[src/rtl/cpu7_ifu_dec_queue.sv]
// Fetch-to-decode packet queue: DEPTH entries, a push is visible at the head one cycle later (no fall-through).
// Backpressure: dec_fdp_ready drops only on registered full (no full-bypass); exu_ifu_ready stalls the head.
module cpu7_ifu_dec_queue #(
  parameter int          GRLEN        = 32,
  parameter int          DEPTH        = 4,
  parameter int          HINT_W       = 8,
  parameter logic [5:0]  EXC_INT_CODE = 6'h00
) (
  input  logic                         clk,
  input  logic                         resetn,
  input  logic                         fdp_dec_valid,
  output logic                         dec_fdp_ready,
  input  logic [GRLEN-1:0]             fdp_dec_pc,
  input  logic [31:0]                  fdp_dec_inst,
  input  logic [GRLEN-3:0]             fdp_dec_br_target,
  input  logic                         fdp_dec_br_taken,
  input  logic                         fdp_dec_exception,
  input  logic [5:0]                   fdp_dec_exccode,
  input  logic [HINT_W-1:0]            fdp_dec_hint,
  input  logic                         exu_ifu_ready,
  input  logic                         exu_ifu_flush,
  input  logic                         int_except,
  output logic                         ifu_exu_valid_d,
  output logic [GRLEN-1:0]             ifu_exu_pc_d,
  output logic [31:0]                  ifu_exu_inst_d,
  output logic [GRLEN-3:0]             ifu_exu_br_target_d,
  output logic                         ifu_exu_br_taken_d,
  output logic                         ifu_exu_exception_d,
  output logic [5:0]                   ifu_exu_exccode_d,
  output logic [HINT_W-1:0]            ifu_exu_hint_d,
  output logic [$clog2(DEPTH+1)-1:0]   dec_count
);

  localparam int PW = $clog2(DEPTH);
  localparam int CW = $clog2(DEPTH+1);
  localparam logic [CW-1:0] FULL = CW'(DEPTH);

  typedef struct packed {
    logic [GRLEN-1:0]  pc;
    logic [31:0]       inst;
    logic [GRLEN-3:0]  br_target;
    logic              br_taken;
    logic              exception;
    logic [5:0]        exccode;
    logic [HINT_W-1:0] hint;
  } pkt_t;

  pkt_t          mem_q [DEPTH];
  pkt_t          wr_pkt;
  pkt_t          head;
  logic [PW-1:0] wr_ptr_q, wr_ptr_d;
  logic [PW-1:0] rd_ptr_q, rd_ptr_d;
  logic [CW-1:0] count_q, count_d;
  logic          push, pop;

  assign dec_fdp_ready   = (count_q != FULL);
  assign ifu_exu_valid_d = (count_q != '0);
  assign dec_count       = count_q;

  assign push = fdp_dec_valid & dec_fdp_ready & ~exu_ifu_flush;
  assign pop  = ifu_exu_valid_d & exu_ifu_ready & ~exu_ifu_flush;

  assign wr_pkt = '{pc: fdp_dec_pc, inst: fdp_dec_inst, br_target: fdp_dec_br_target,
                    br_taken: fdp_dec_br_taken, exception: fdp_dec_exception,
                    exccode: fdp_dec_exccode, hint: fdp_dec_hint};

  always_comb begin
    wr_ptr_d = wr_ptr_q;
    rd_ptr_d = rd_ptr_q;
    count_d  = count_q;
    if (exu_ifu_flush) begin
      wr_ptr_d = '0;
      rd_ptr_d = '0;
      count_d  = '0;
    end else begin
      if (push) wr_ptr_d = wr_ptr_q + PW'(1);
      if (pop)  rd_ptr_d = rd_ptr_q + PW'(1);
      case ({push, pop})
        2'b10:   count_d = count_q + CW'(1);
        2'b01:   count_d = count_q - CW'(1);
        default: count_d = count_q;
      endcase
    end
  end

  always_ff @(posedge clk or negedge resetn) begin
    if (!resetn) begin
      wr_ptr_q <= '0;
      rd_ptr_q <= '0;
      count_q  <= '0;
    end else begin
      wr_ptr_q <= wr_ptr_d;
      rd_ptr_q <= rd_ptr_d;
      count_q  <= count_d;
    end
  end

  // Storage carries no reset; the head is masked by valid instead.
  always_ff @(posedge clk) begin
    if (push) mem_q[wr_ptr_q] <= wr_pkt;
  end

  assign head = mem_q[rd_ptr_q];

  assign ifu_exu_pc_d        = ifu_exu_valid_d ? head.pc        : '0;
  assign ifu_exu_inst_d      = ifu_exu_valid_d ? head.inst      : '0;
  assign ifu_exu_br_target_d = ifu_exu_valid_d ? head.br_target : '0;
  assign ifu_exu_br_taken_d  = ifu_exu_valid_d & head.br_taken;
  assign ifu_exu_hint_d      = ifu_exu_valid_d ? head.hint      : '0;

  // Interrupt is tagged onto the head combinationally and never written back.
  assign ifu_exu_exception_d = ifu_exu_valid_d & (head.exception | int_except);
  always_comb begin
    ifu_exu_exccode_d = 6'd0;
    if (ifu_exu_valid_d) begin
      if (int_except)          ifu_exu_exccode_d = EXC_INT_CODE;
      else if (head.exception) ifu_exu_exccode_d = head.exccode;
    end
  end

endmodule

[config.mk]
export PLATFORM = sky130hd
export DESIGN_NAME = cpu7_ifu_dec_queue
export DESIGN_NICKNAME = d
export VERILOG_FILES = /design/src/rtl/cpu7_ifu_dec_queue.sv
export SDC_FILE = /design/constraint.sdc
export NUM_CORES = 1
export LEC_CHECK = 0
export ABC_CLOCK_PERIOD_IN_PS = 4900
export BUFFER_PORTS_ARGS = -buffer_cell sky130_fd_sc_hd__buf_2
export CAP_MARGIN = 40
export CORE_ASPECT_RATIO = 1.4
export CORE_MARGIN = 4
export CORE_UTILIZATION = 40
export CTS_BUF_LIST = sky130_fd_sc_hd__clkbuf_2
export CTS_CLUSTER_SIZE = 25
export DETAILED_ROUTE_END_ITERATION = 7
export GPL_TIMING_DRIVEN = 0
export SKIP_CTS_REPAIR_TIMING = 1
export SLEW_MARGIN = 30
export SYNTH_ARGS = -nofsm -noshare
export SYNTH_HDL_FRONTEND = slang
export SYNTH_SLANG_ARGS = --single-unit
export TNS_END_PERCENT = 10
[constraint.sdc]
create_clock -name clk -period 4.9 [get_ports clk]
set_input_delay 0.735 -clock clk [delete_from_list [all_inputs] [get_ports clk]]
set_output_delay 0.735 -clock clk [all_outputs]
set_load 0.05 [all_outputs]
# After elaboration in Yosys (flattened, before gate mapping)
# Memories as Yosys holds them, arrays and structs flattened.
# Cells that the tools add are included.
[word_totals]
ramBits = 440
reg_bits = 7
elab_cells = 38
in_bits = 116
memories = 1
[op_classes]
addsub = 4
n_mux = 15
n_bitwise = 8
n_reduce_logical = 4
n_eq_ne = 3
[mem_list]
columns = ["name", "words", "width", "read_ports", "rd_ports_with_merged_regs", "write_ports", "line", "text"]
rows = [
  ["mem_q", 4, 110, 1, 0, 1, "48", "pkt_t mem_q [DEPTH];"],
]
[op_table]
columns = ["operator", "count"]
rows = [
  ["32-bit 2-to-1 mux", 2],
  ["30-bit 2-to-1 mux", 1],
  ["6-bit 2-to-1 mux", 3],
  ["2-bit 2-to-1 mux", 4],
  ["8-bit 2-to-1 mux", 1],
  ["1-bit AND", 6],
  ["3-bit one-hot mux with 2 select lines", 1],
  ["3-bit nonzero test", 2],
  ["2-bit by 1-bit adder with 2-bit output, second input constant", 2],
  ["2-bit nonzero test", 2],
  ["3-bit by 1-bit adder with 3-bit output, second input constant", 1],
  ["3-bit 2-to-1 mux", 1],
  ["3-bit != test, second input constant", 1],
  ["3-bit by 1-bit subtractor with 3-bit output, second input constant", 1],
  ["2-bit by 1-bit == test with 1-bit output, second input constant", 1],
  ["2-bit == test, second input constant", 1],
  ["1-bit 2-to-1 mux", 2],
  ["1-bit inverter", 1],
  ["1-bit OR", 1],
]

# Longest topological paths before layout
# Gate-level depths: netlist of the first run.
[depth]
ltp_word = 6
depth_mapped = 7
depth_no_buf = 6

# Least setup slack after synthesis of the first run
# OpenSTA, ideal clock, no wires.
[synth_path]
path_kind = "flip-flop to flip-flop"
startpoint = "register count_q[1], in the netlist dec_count[1]"
endpoint = "memory mem_q[0][0] (netlist name) (enable)"
n_path_buf = 1
synth_period_minus_slack_ns = 4.572
path_stages_with_launch = 5
path_slack_ns = 0.328
required_time_ns = 4.418
arrival_time_ns = 4.090
cell_sequence = "dfrtp_1 > buf_2 > nor3b_1 > inv_1 > and3_1"
[synth_between]
elab_chain_cells = 5
[synth_rtl]
columns = ["element", "line", "text"]
rows = [
  ["start, declared", "53", "logic [CW-1:0] count_q, count_d;"],
  ["start signal, assigned", "94", "count_q <= count_d;"],
  ["3-bit != test", "56", "assign dec_fdp_ready = (count_q != FULL);"],
  ["named net dec_fdp_ready", "12", "output logic dec_fdp_ready,"],
  ["1-bit AND (2 in series)", "60", "assign push = fdp_dec_valid & dec_fdp_ready & ~exu_ifu_flush;"],
  ["1-bit 2-to-1 mux", "100", "if (push) mem_q[wr_ptr_q] <= wr_pkt;"],
  ["1-bit 2-to-1 mux (not written as such)", "100", ""],
  ["end, declared", "48", ""],
]
# The timed path passes the listed nets, and every way through them passes these cells.

# Worst setup path in the final report of the first run
[layout_path]
startpoint = "register count_q[0], in the netlist dec_count[0]"
endpoint = "output port ifu_exu_br_target_d[11]"
[layout_between]
elab_chain_cells = 2
[layout_rtl]
columns = ["element", "line", "text"]
rows = [
  ["3-bit nonzero test", "57", "assign ifu_exu_valid_d = (count_q != '0);"],
  ["30-bit 2-to-1 mux", "107", "assign ifu_exu_br_target_d = ifu_exu_valid_d ? head.br_target : '0;"],
  ["end, declared", "26", "output logic [GRLEN-3:0] ifu_exu_br_target_d,"],
]
# No other way between the ends.

==> results of run 1 <==
[sequential cells by signal, indices dropped and copies added (netlist names)]
name	flops
wr_ptr_q	2
rd_ptr_q	2
dec_count	3
mem_q	440
[metal layers]
metal / up-vias / share of wire (%) / global-route usage, %
met3: 53 / 5.7 / 4.596
met4: 0 / 1.9 / 5.537
li1: 4121 / - / -
met2: 248 / 54 / 27.73
met5: - / 0 / 0
met1: 4620 / 38 / 18.26
[critical path, stage by stage, from the launching register on]
cell and delay, ns:
dfrtp_1 0.44, buf_6 0.16, or3_1 0.34, buf_2 0.20, clkbuf_2 0.27, clkbuf_2 0.27
and2_1 0.21, buf_2 0.22
[path summary, 6_finish.rpt]
| path | start | endpoint | slack (ns) |
|---|---|---|---|
| max | dec_count[0]$_DFFE_PN0P_ | ifu_exu_br_target_d[11] | 1.12 |
| min | fdp_dec_valid | dec_count[2]$_DFFE_PN0P_ | 0.14 |
| max reg2reg | dec_count[1]$_DFFE_PN0P_ | dec_count[1]$_DFFE_PN0P_ | 2.47 |
| min reg2reg | wr_ptr_q[0]$_DFFE_PN0P_ | wr_ptr_q[0]$_DFFE_PN0P_ | 0.61 |
| max in group asynchronous | resetn | rd_ptr_q[0]$_DFFE_PN0P_ | 4.56 |
| min in group asynchronous | resetn | dec_count[2]$_DFFE_PN0P_ | 0.17 |
[cell usage after synthesis, types with 4 or more instances]
| master | number |
|---|---|
| clkbuf_1 | 8 |
| edfxtp_1 | 440 |
| ha_1 | 4 |
| and3_1 | 4 |
| nor2_1 | 5 |
| dfrtp_1 | 7 |
| mux4_2 | 110 |
| a21oi_1 | 4 |
| inv_1 | 5 |
| buf_2 | 16 |
| buf_12 | 9 |
| nor2b_1 | 6 |
| clkbuf_2 | 5 |
| and2_1 | 103 |
[power groups by stage]
stage	combinational (mW)	clock, mW	sequential [mW]
after floorplan	2.23	0	4.48
after global placement	3.00	0	4.48
after detailed placement	3.04	0	4.45
after CTS	3.05	2.36	4.37
after global routing	3.23	2.58	4.38
final	3.04	2.23	4.37
[final cells by class]
type	instances	area, um2
clock buffer	146	730.7
clock inverter	35	172.7
tap	546	683.2
antenna	2	5.005
buffer	43	364.1
multi-input combinational	268	3532
timing repair buffer	354	2551
inverter	5	18.77
fill	3555	20980
sequential	447	13390
[kinds of logic (layout without fill, tap and decap cells)]
| group | Yosys count | after routing | synth area share (%) |
|---|---|---|---|
| compound gates | 18 | 18 | 0.7458 |
| xor+xnor | 3 | 3 | 0.1521 |
| fa+ha+maj | 5 | 5 | 0.4054 |
| buf+inv | 48 | 583 | 2.215 |
| flops | 447 | 447 | 77.46 |
| mux | 111 | 111 | 14.40 |
| other cells | 0 | 2 | 0 |
| simple gates | 131 | 131 | 4.619 |
[metrics by stage]
| step | area [um2] | hold WS, ns | total power, mW |
|---|---|---|---|
| after floorplan | 17280 | 0.4394 | 6.713 |
| after CTS | 20330 | -0.5602 | 9.773 |
| after detailed placement | 19430 | 0.5876 | 7.492 |
| after global placement | 19110 | 0.5901 | 7.481 |
| final | 21450 | 0.1409 | 9.635 |
| after global routing | 21450 | 0.02037 | 10.19 |
==> metrics, run 1 <==
Syn. warnings=0; Core ar.=0.04243 mm2; Clock Skew=0.04288 ns; Setup crit end kind=primary output; Netlist cell types=42; critical path class=reg2out; starting density of the core=40.74%; first-pass GRT wire length=55390 um; Cell Count, Final, Fillers Out=1846; Longest Clk Path Bufs=3; GP Congestion=0.7185; cell count of the worst hold path=3; Final Cycle Share=77.07%; TritonCTS sink count=447; Routed WL per cell=20.03 um; top-area cell type share of the netlist area=76.45%; most common cell after layout, fill and taps aside=edfxtp_1; number of synthesized flops with an enable pin=440; switching power=3.420 mW; setup TNS=0 ns; combinational cell fraction of total power=31.5%; area grow syn2layout=24.09%; syn_area_per_cell=22.65 um2; sequential-to-total area share from yosys stat=77.46%; r2r worst-path depth=7; Crit Path Max Fanout=10; pins over their slew limit=0; worst hold path type=in2reg; CTS root buf=clkbuf_2; largest net degree at the start of global routing=38; DR pass1 iterations=4; DIE WIDTH=183.7 um; fin util=50.55%; H-tree depth=3; Num CTS Buffers=101; post-detail-place hpwl=23430 um; total gr overflow=0; final hold vios=0; Rel. slew slack=47.57%; DR vias=9042; CTS tree=done; clk_lat worst skew=0.96 ns; Syn Nets=884; final worst setup slack=1.124 ns; maximum VDD drop=259.0 uV; minimum clock period after layout=3.776 ns; Clock Pin Slew Worst Setup and Hold Paths=0.11 ns; Cells after Synth=763; Die Y=253.9 um; cell area after synthesis=0.01728 mm2; IO Pins=231; Die Footprint=0.04664 mm2; count of state elements after synthesis=447; initial antenna violation count=3; DRT iter0 DRCs=493; RSZ-0062 raised after global routing=no; vias per cell=4.898; status=finished clean; antenna-violating nets left=0; Cells after DPL=1552; Clk pwr share=23.2%; leading post-synthesis cells by cell area=edfxtp_1 (76%), mux4_2 (14%), and2_1 (3.7%); drt drc=0; Critical Path RT=4.16 ns; asr flop ratio synth=1.566%; layout cells sized above 1=42.30%; final WL=36970 um; fmax=264.8 MHz; Total GRT Usage=15.71%; Max-cap violations=0; commonest cells after routing, fill and taps aside=edfxtp_1 (440), buf_2 (245), clkbuf_2 (151); vias in the first global route=9695; crit start category=flip-flop; Synth area leader=edfxtp_1; Nets=1341; Worst Tran Pin Value=0.7864 ns; Flop pwr share=45.3%; Primary FF master, synth=edfxtp_1; IO Port Bufs=229; row count=89; PD cells=449.3 mW/mm2; critical path data arrival time=3.04 ns; Sw Ratio=35.49%; DP Worst Slack=1.971 ns; Final setup viols=0; Leak Pwr=7.631 nW; Int Power=6.215 mW
Note: power is estimated with default switching activity, not from simulation.
==> inputs of run 2 (changes only) <==
ABC_CLOCK_PERIOD_IN_PS = 3300   (was 4900)
clock period = 3.3 ns   (was 4.9 ns; I/O delays follow)
==> run 2 against run 1 <==
Utilization increased by 3.5 points. Global-route usage increased by 0.058 points. Flip-flop and latch count stayed put. Clock skew rose by 0.0070 ns. Routed wire length rose by 4.7%. Clock-buffer cell count up 7. Worst hold slack gained 0.055 ns. Cell area is 7.0% higher. Register-to-register slack got worse by 2.1 ns. Critical path depth is 1 lower. Highest routed layer is now met5. Setup slack lost 1.1 ns.
==> metrics, run 2 (synthesized netlist as in run 1, its figures left out) <==
status=finished clean; DRT iter0 DRCs=364 (-26%); Routed WL per cell=20.67 um (+3.2%); commonest cells after routing, fill and taps aside=edfxtp_1 (440), clkbuf_2 (154), buf_2 (144); layout cells sized above 1=50.11% (+7.8 points); Core ar.=0.04243 mm2 (unchanged); Final Cycle Share=97.92%; antenna-violating nets left=0 (unchanged); RSZ-0062 raised after global routing=yes; row count=89 (unchanged); Longest Clk Path Bufs=3 (unchanged); vias in the first global route=9335 (-3.7%); TritonCTS sink count=447 (unchanged); IO Pins=231 (unchanged); worst hold path type=in2reg; area grow syn2layout=32.76%; CTS tree=done; final hold vios=0 (unchanged); fin util=54.08% (+3.5 points); CP Buf/Inv Count=4 (-1); DIE WIDTH=183.7 um (unchanged); Cells after DPL=1550 (-0.13%); pins over their slew limit=0 (unchanged); IO Port Bufs=229 (unchanged); most common cell after layout, fill and taps aside=edfxtp_1; clk_lat worst skew=0.98 ns (+0.02 ns); Crit Path Max Fanout=7 (-3); Die Footprint=0.04664 mm2 (unchanged); Critical Path RT=2.80 ns (-1.36 ns); Clock Pin Slew Worst Setup and Hold Paths=0.12 ns (about the same); crit start category=flip-flop; Rel. slew slack=67.92% (+20 points); minimum clock period after layout=3.231 ns; Cell Count, Final, Fillers Out=1872 (+1.4%); critical path data arrival time=2.74 ns (-0.30 ns); critical path class=reg2out; starting density of the core=40.74% (unchanged); H-tree depth=3 (unchanged); DR pass1 iterations=4 (unchanged); post-detail-place hpwl=23010 um (-1.8%); Leak Pwr=8.173 nW (+7.1%); crit-path max cell delay=0.51 ns (+0.07 ns); GP Congestion=0.7242 (+0.79%); CP max stage cell=mux4_2; Num CTS Buffers=105 (+4.0%); fmax=309.5 MHz; maximum VDD drop=395.9 uV (+53%); largest net degree at the start of global routing=38 (unchanged); Final setup viols=0 (unchanged); Total GRT Usage=15.77% (+0.058 points); initial antenna violation count=3 (unchanged); vias per cell=4.921 (+0.47%); Nets=1369 (+2.1%); Max-cap violations=0 (unchanged); max FFs per register=440 (unchanged); PD cells=696.2 mW/mm2 (+55%); drt drc=0 (unchanged); total gr overflow=0 (unchanged); DR vias=9212 (+1.9%); Top delay family on crit path=buffers and inverters; final WL=38690 um (+4.7%); first-pass GRT wire length=55230 um (-0.27%); Setup crit end kind=primary output; Die Y=253.9 um (unchanged); Clock Skew=0.04992 ns (+0.007046 ns); CTS root buf=clkbuf_2; Worst Tran Pin Value=0.4812 ns (-0.3052 ns); crit path cell chain=buf_12 > buf_16 > clkbuf_16 > mux4_2 > and2_1 > buf_6; Top reg by flops=mem_q
## run 2: layout make-up
class | instances | area (um2)
tap | 546 | 683.2
fill | 3408 | 19480
multi-input combinational | 268 | 3742
timing repair buffer | 379 | 3640
antenna | 1 | 2.502
clock buffer | 153 | 765.7
inverter | 5 | 18.77
buffer | 42 | 518.0
sequential | 447 | 13390
clock inverter | 31 | 186.4
## run 2: power breakdown
group	internal [mW]	leakage, nW	switching (mW)	total, mW
combinational	2.71	3.36	3.28	6.00
clock	1.40	0.728	2.09	3.49
sequential	6.44	4.09	0.0515	6.49
total	10.6	8.17	5.42	16.0
## run 2: worst paths after layout
path / endpoint / from / depth (start not counted) / slack [ns]
setup reg to reg: dec_count[2]$_DFFE_PN0P_ / dec_count[0]$_DFFE_PN0P_ / 8 / 0.38
hold / removal: dec_count[0]$_DFFE_PN0P_ / exu_ifu_ready / 5 / 0.20
max in group asynchronous: wr_ptr_q[0]$_DFFE_PN0P_ / resetn / 3 / 2.54
hold reg to reg: wr_ptr_q[0]$_DFFE_PN0P_ / wr_ptr_q[0]$_DFFE_PN0P_ / 2 / 0.61
setup / recovery: ifu_exu_pc_d[11] / rd_ptr_q[0]$_DFFE_PN0P_ / 6 / 0.07
min in group asynchronous: dec_count[0]$_DFFE_PN0P_ / resetn / 3 / 0.48
## run 2: worst register-to-register path: stages, from the launching register on
cell and delay [ns]:
dfrtp_1 0.41, buf_6 0.13, buf_4 0.15, o31ai_1 0.32
nor3_1 0.13, fa_1 0.41, or4_1 0.53, dlygate4sd3_1 0.57
a31oi_1 0.17
## run 2: through the flow
stage          setup slack [ns]  instance area (um2)  hold WS (ns)  setup TNS, ns  total power [mW]
4_1_cts                 -0.6796                20380       -0.8139         -63.90             14.67
5_1_grt                -0.09030                22940        0.1036         -2.583             16.79
6_report                0.06853                22940        0.1958              0             15.97
2_1_floorplan          -0.03050                17290        0.1994         -13.42             9.956
3_5_place_dp             0.4899                19420        0.3499              0             11.12
3_3_place_gp            -0.9726                19120        0.3443        -416.93             11.08
## run 2: per-layer routing
metal | vias up | track usage (%) | wire length [um]
met4 | 2 | 5.771 | 736
met3 | 63 | 4.696 | 2230
met5 | - | 0 | 13
met2 | 273 | 26.85 | 20750
li1 | 4180 | - | -
met1 | 4694 | 19.09 | 14970
==> inputs of run 3 (changes only) <==
CORE_UTILIZATION = 54   (was 40)
PLACE_DENSITY = 0.78   (was default)
==> run 3 against run 2 <==
Combinational power shrank 17%. Power down 7.9%. Sequential power is essentially flat. Utilization up 15 points. Flip-flop and latch count unchanged. Clock-buffer cell count fell by 5. Register-to-register slack lost 0.08 ns. Worst hold slack better by 0.035 ns. Highest routed layer is now met4.
==> metrics, run 3 (synthesized netlist as in run 1, its figures left out) <==
RSZ-0062 raised after global routing=yes; Rel. slew slack=59.41% (-8.5 points); total chip power=14.71 mW (-7.9%); Cell Count, Final, Fillers Out=1697 (-9.3%); Routed WL per cell=21.78 um (+5.4%); fin util=68.67% (+15 points); design area=0.02170 mm2 (-5.4%); Top reg by flops=mem_q; Die Footprint=0.03497 mm2 (-25%); post-detail-place hpwl=21490 um (-6.6%); critical path data arrival time=2.72 ns (-0.02 ns); number of fill cells=2006 (-41%); TritonCTS sink count=447 (unchanged); worst hold path type=in2reg; Max-cap violations=0 (unchanged); placed inst area=0.01918 mm2 (-1.3%); antenna-violating nets left=0 (unchanged); FF-to-FF setup slack=0.30 ns (-0.08 ns); Total GRT Usage=19.65% (+3.9 points); clk_lat worst skew=1.01 ns (+0.03 ns); minimum clock period after layout=3.218 ns (-0.01339 ns); Crit Path Max Fanout=10 (+3); PD cells=677.7 mW/mm2 (-2.7%); critical path class=reg2out; layout cells sized above 1=43.73% (-6.4 points); area grow syn2layout=25.56%; Clock Pin Slew Worst Setup and Hold Paths=0.11 ns (about the same); Cells after DPL=1398 (-9.8%); drt drc=0 (unchanged); first-pass GRT wire length=51940 um (-6.0%); Core ar.=0.03160 mm2 (-26%); Critical Path RT=2.80 ns (about the same); setup TNS=0 ns (unchanged); DP Worst Slack=0.5722 ns (+0.08235 ns); final hold vios=0 (unchanged); IO Pins=231 (unchanged); H-tree depth=3 (unchanged); DIE WIDTH=159.2 um (-13%); Final setup viols=0 (unchanged); Clock Skew=0.03699 ns (-0.01293 ns); vias per cell=5.456 (+11%); DR pass1 iterations=5 (+1); GP Congestion=0.7683 (+6.1%); Final Cycle Share=97.52% (-0.41 points); status=finished clean; Setup crit end kind=primary output; Longest Clk Path Bufs=3 (unchanged); final worst setup slack=0.08193 ns (+0.01339 ns); Die Y=219.7 um (-13%); max FFs per register=440 (unchanged); starting density of the core=54.69% (+14 points); DR vias=9259 (+0.51%); total gr overflow=0 (unchanged); CTS tree=done; crit start category=flip-flop; final WL=36960 um (-4.5%); fmax=310.7 MHz (+0.42%); maximum VDD drop=435.7 uV (+10%); Worst Tran Pin Value=0.6088 ns (+0.1276 ns); initial antenna violation count=3 (unchanged); Num CTS Buffers=99 (-5.7%); largest net degree at the start of global routing=41 (+7.9%); IO Port Bufs=229 (unchanged); row count=77 (-13%); Leak Pwr=7.742 nW (-5.3%); commonest cells after routing, fill and taps aside=edfxtp_1 (440), buf_2 (180), clkbuf_2 (154); Nets=1346 (-1.7%); DRT iter0 DRCs=588 (+62%); pins over their slew limit=0 (unchanged); most common cell after layout, fill and taps aside=edfxtp_1; final hold slack=0.2313 ns (+0.03548 ns); CTS root buf=clkbuf_2; vias in the first global route=9395 (+0.64%)
run 3: changes by cell type in the layout (fill, tap and decap cells not counted), sizes merged:
cell / previous run / this run
buf: 289 / 278
bufinv: 2 / 0
clkbuf: 169 / 158
diode: 1 / 3
clkinv: 24 / 22
run 3: report_power, final:
group / switching (mW) / internal, mW / leakage (nW)
Combinational: 3.08 / 1.92 / 2.98
Clock: 2.02 / 1.19 / 0.676
Sequential: 0.0518 / 6.44 / 4.09
Total: 5.16 / 9.55 / 7.74
run 3: final cells by class:
class / instances / area [um2] / area share (%)
plain buffers: 43 / 467.9 / 2.156
flip-flops and latches: 447 / 13390 / 61.69
clock buffers: 148 / 740.7 / 3.413
inverters: 5 / 18.77 / 0.08649
well taps: 395 / 494.2 / 2.277
repair buffers: 361 / 2917 / 13.44
diodes: 3 / 7.507 / 0.03459
multi-input cells: 268 / 3557 / 16.39
clock inverters: 27 / 110.1 / 0.5074
run 3: routing by layer:
layer  global-route usage (%)  wire [um]  vias up
li1                         -          -     4115
met1                    22.72      13720     4709
met2                    33.92      20000      350
met3                    5.538       2139       85
met4                    9.899       1104        0
met5                        0          0        -
run 3: critical path: stages, from the launching register on:
cell and delay [ns]:
dfrtp_1 0.36, buf_6 0.14, buf_12 0.16, buf_12 0.16, mux4_2 0.51, and2_1 0.19, buf_2 0.21
run 3: worst paths after layout:
kind,to,startpoint,cells after the start
min,mem_q[0][104]$_DFFE_PP_,fdp_dec_pc[26],2
min reg2reg,wr_ptr_q[0]$_DFFE_PN0P_,wr_ptr_q[0]$_DFFE_PN0P_,2
max reg2reg,dec_count[2]$_DFFE_PN0P_,dec_count[1]$_DFFE_PN0P_,7
min in group asynchronous,wr_ptr_q[1]$_DFFE_PN0P_,resetn,3
max in group asynchronous,dec_count[2]$_DFFE_PN0P_,resetn,3
max,ifu_exu_pc_d[23],rd_ptr_q[0]$_DFFE_PN0P_,6
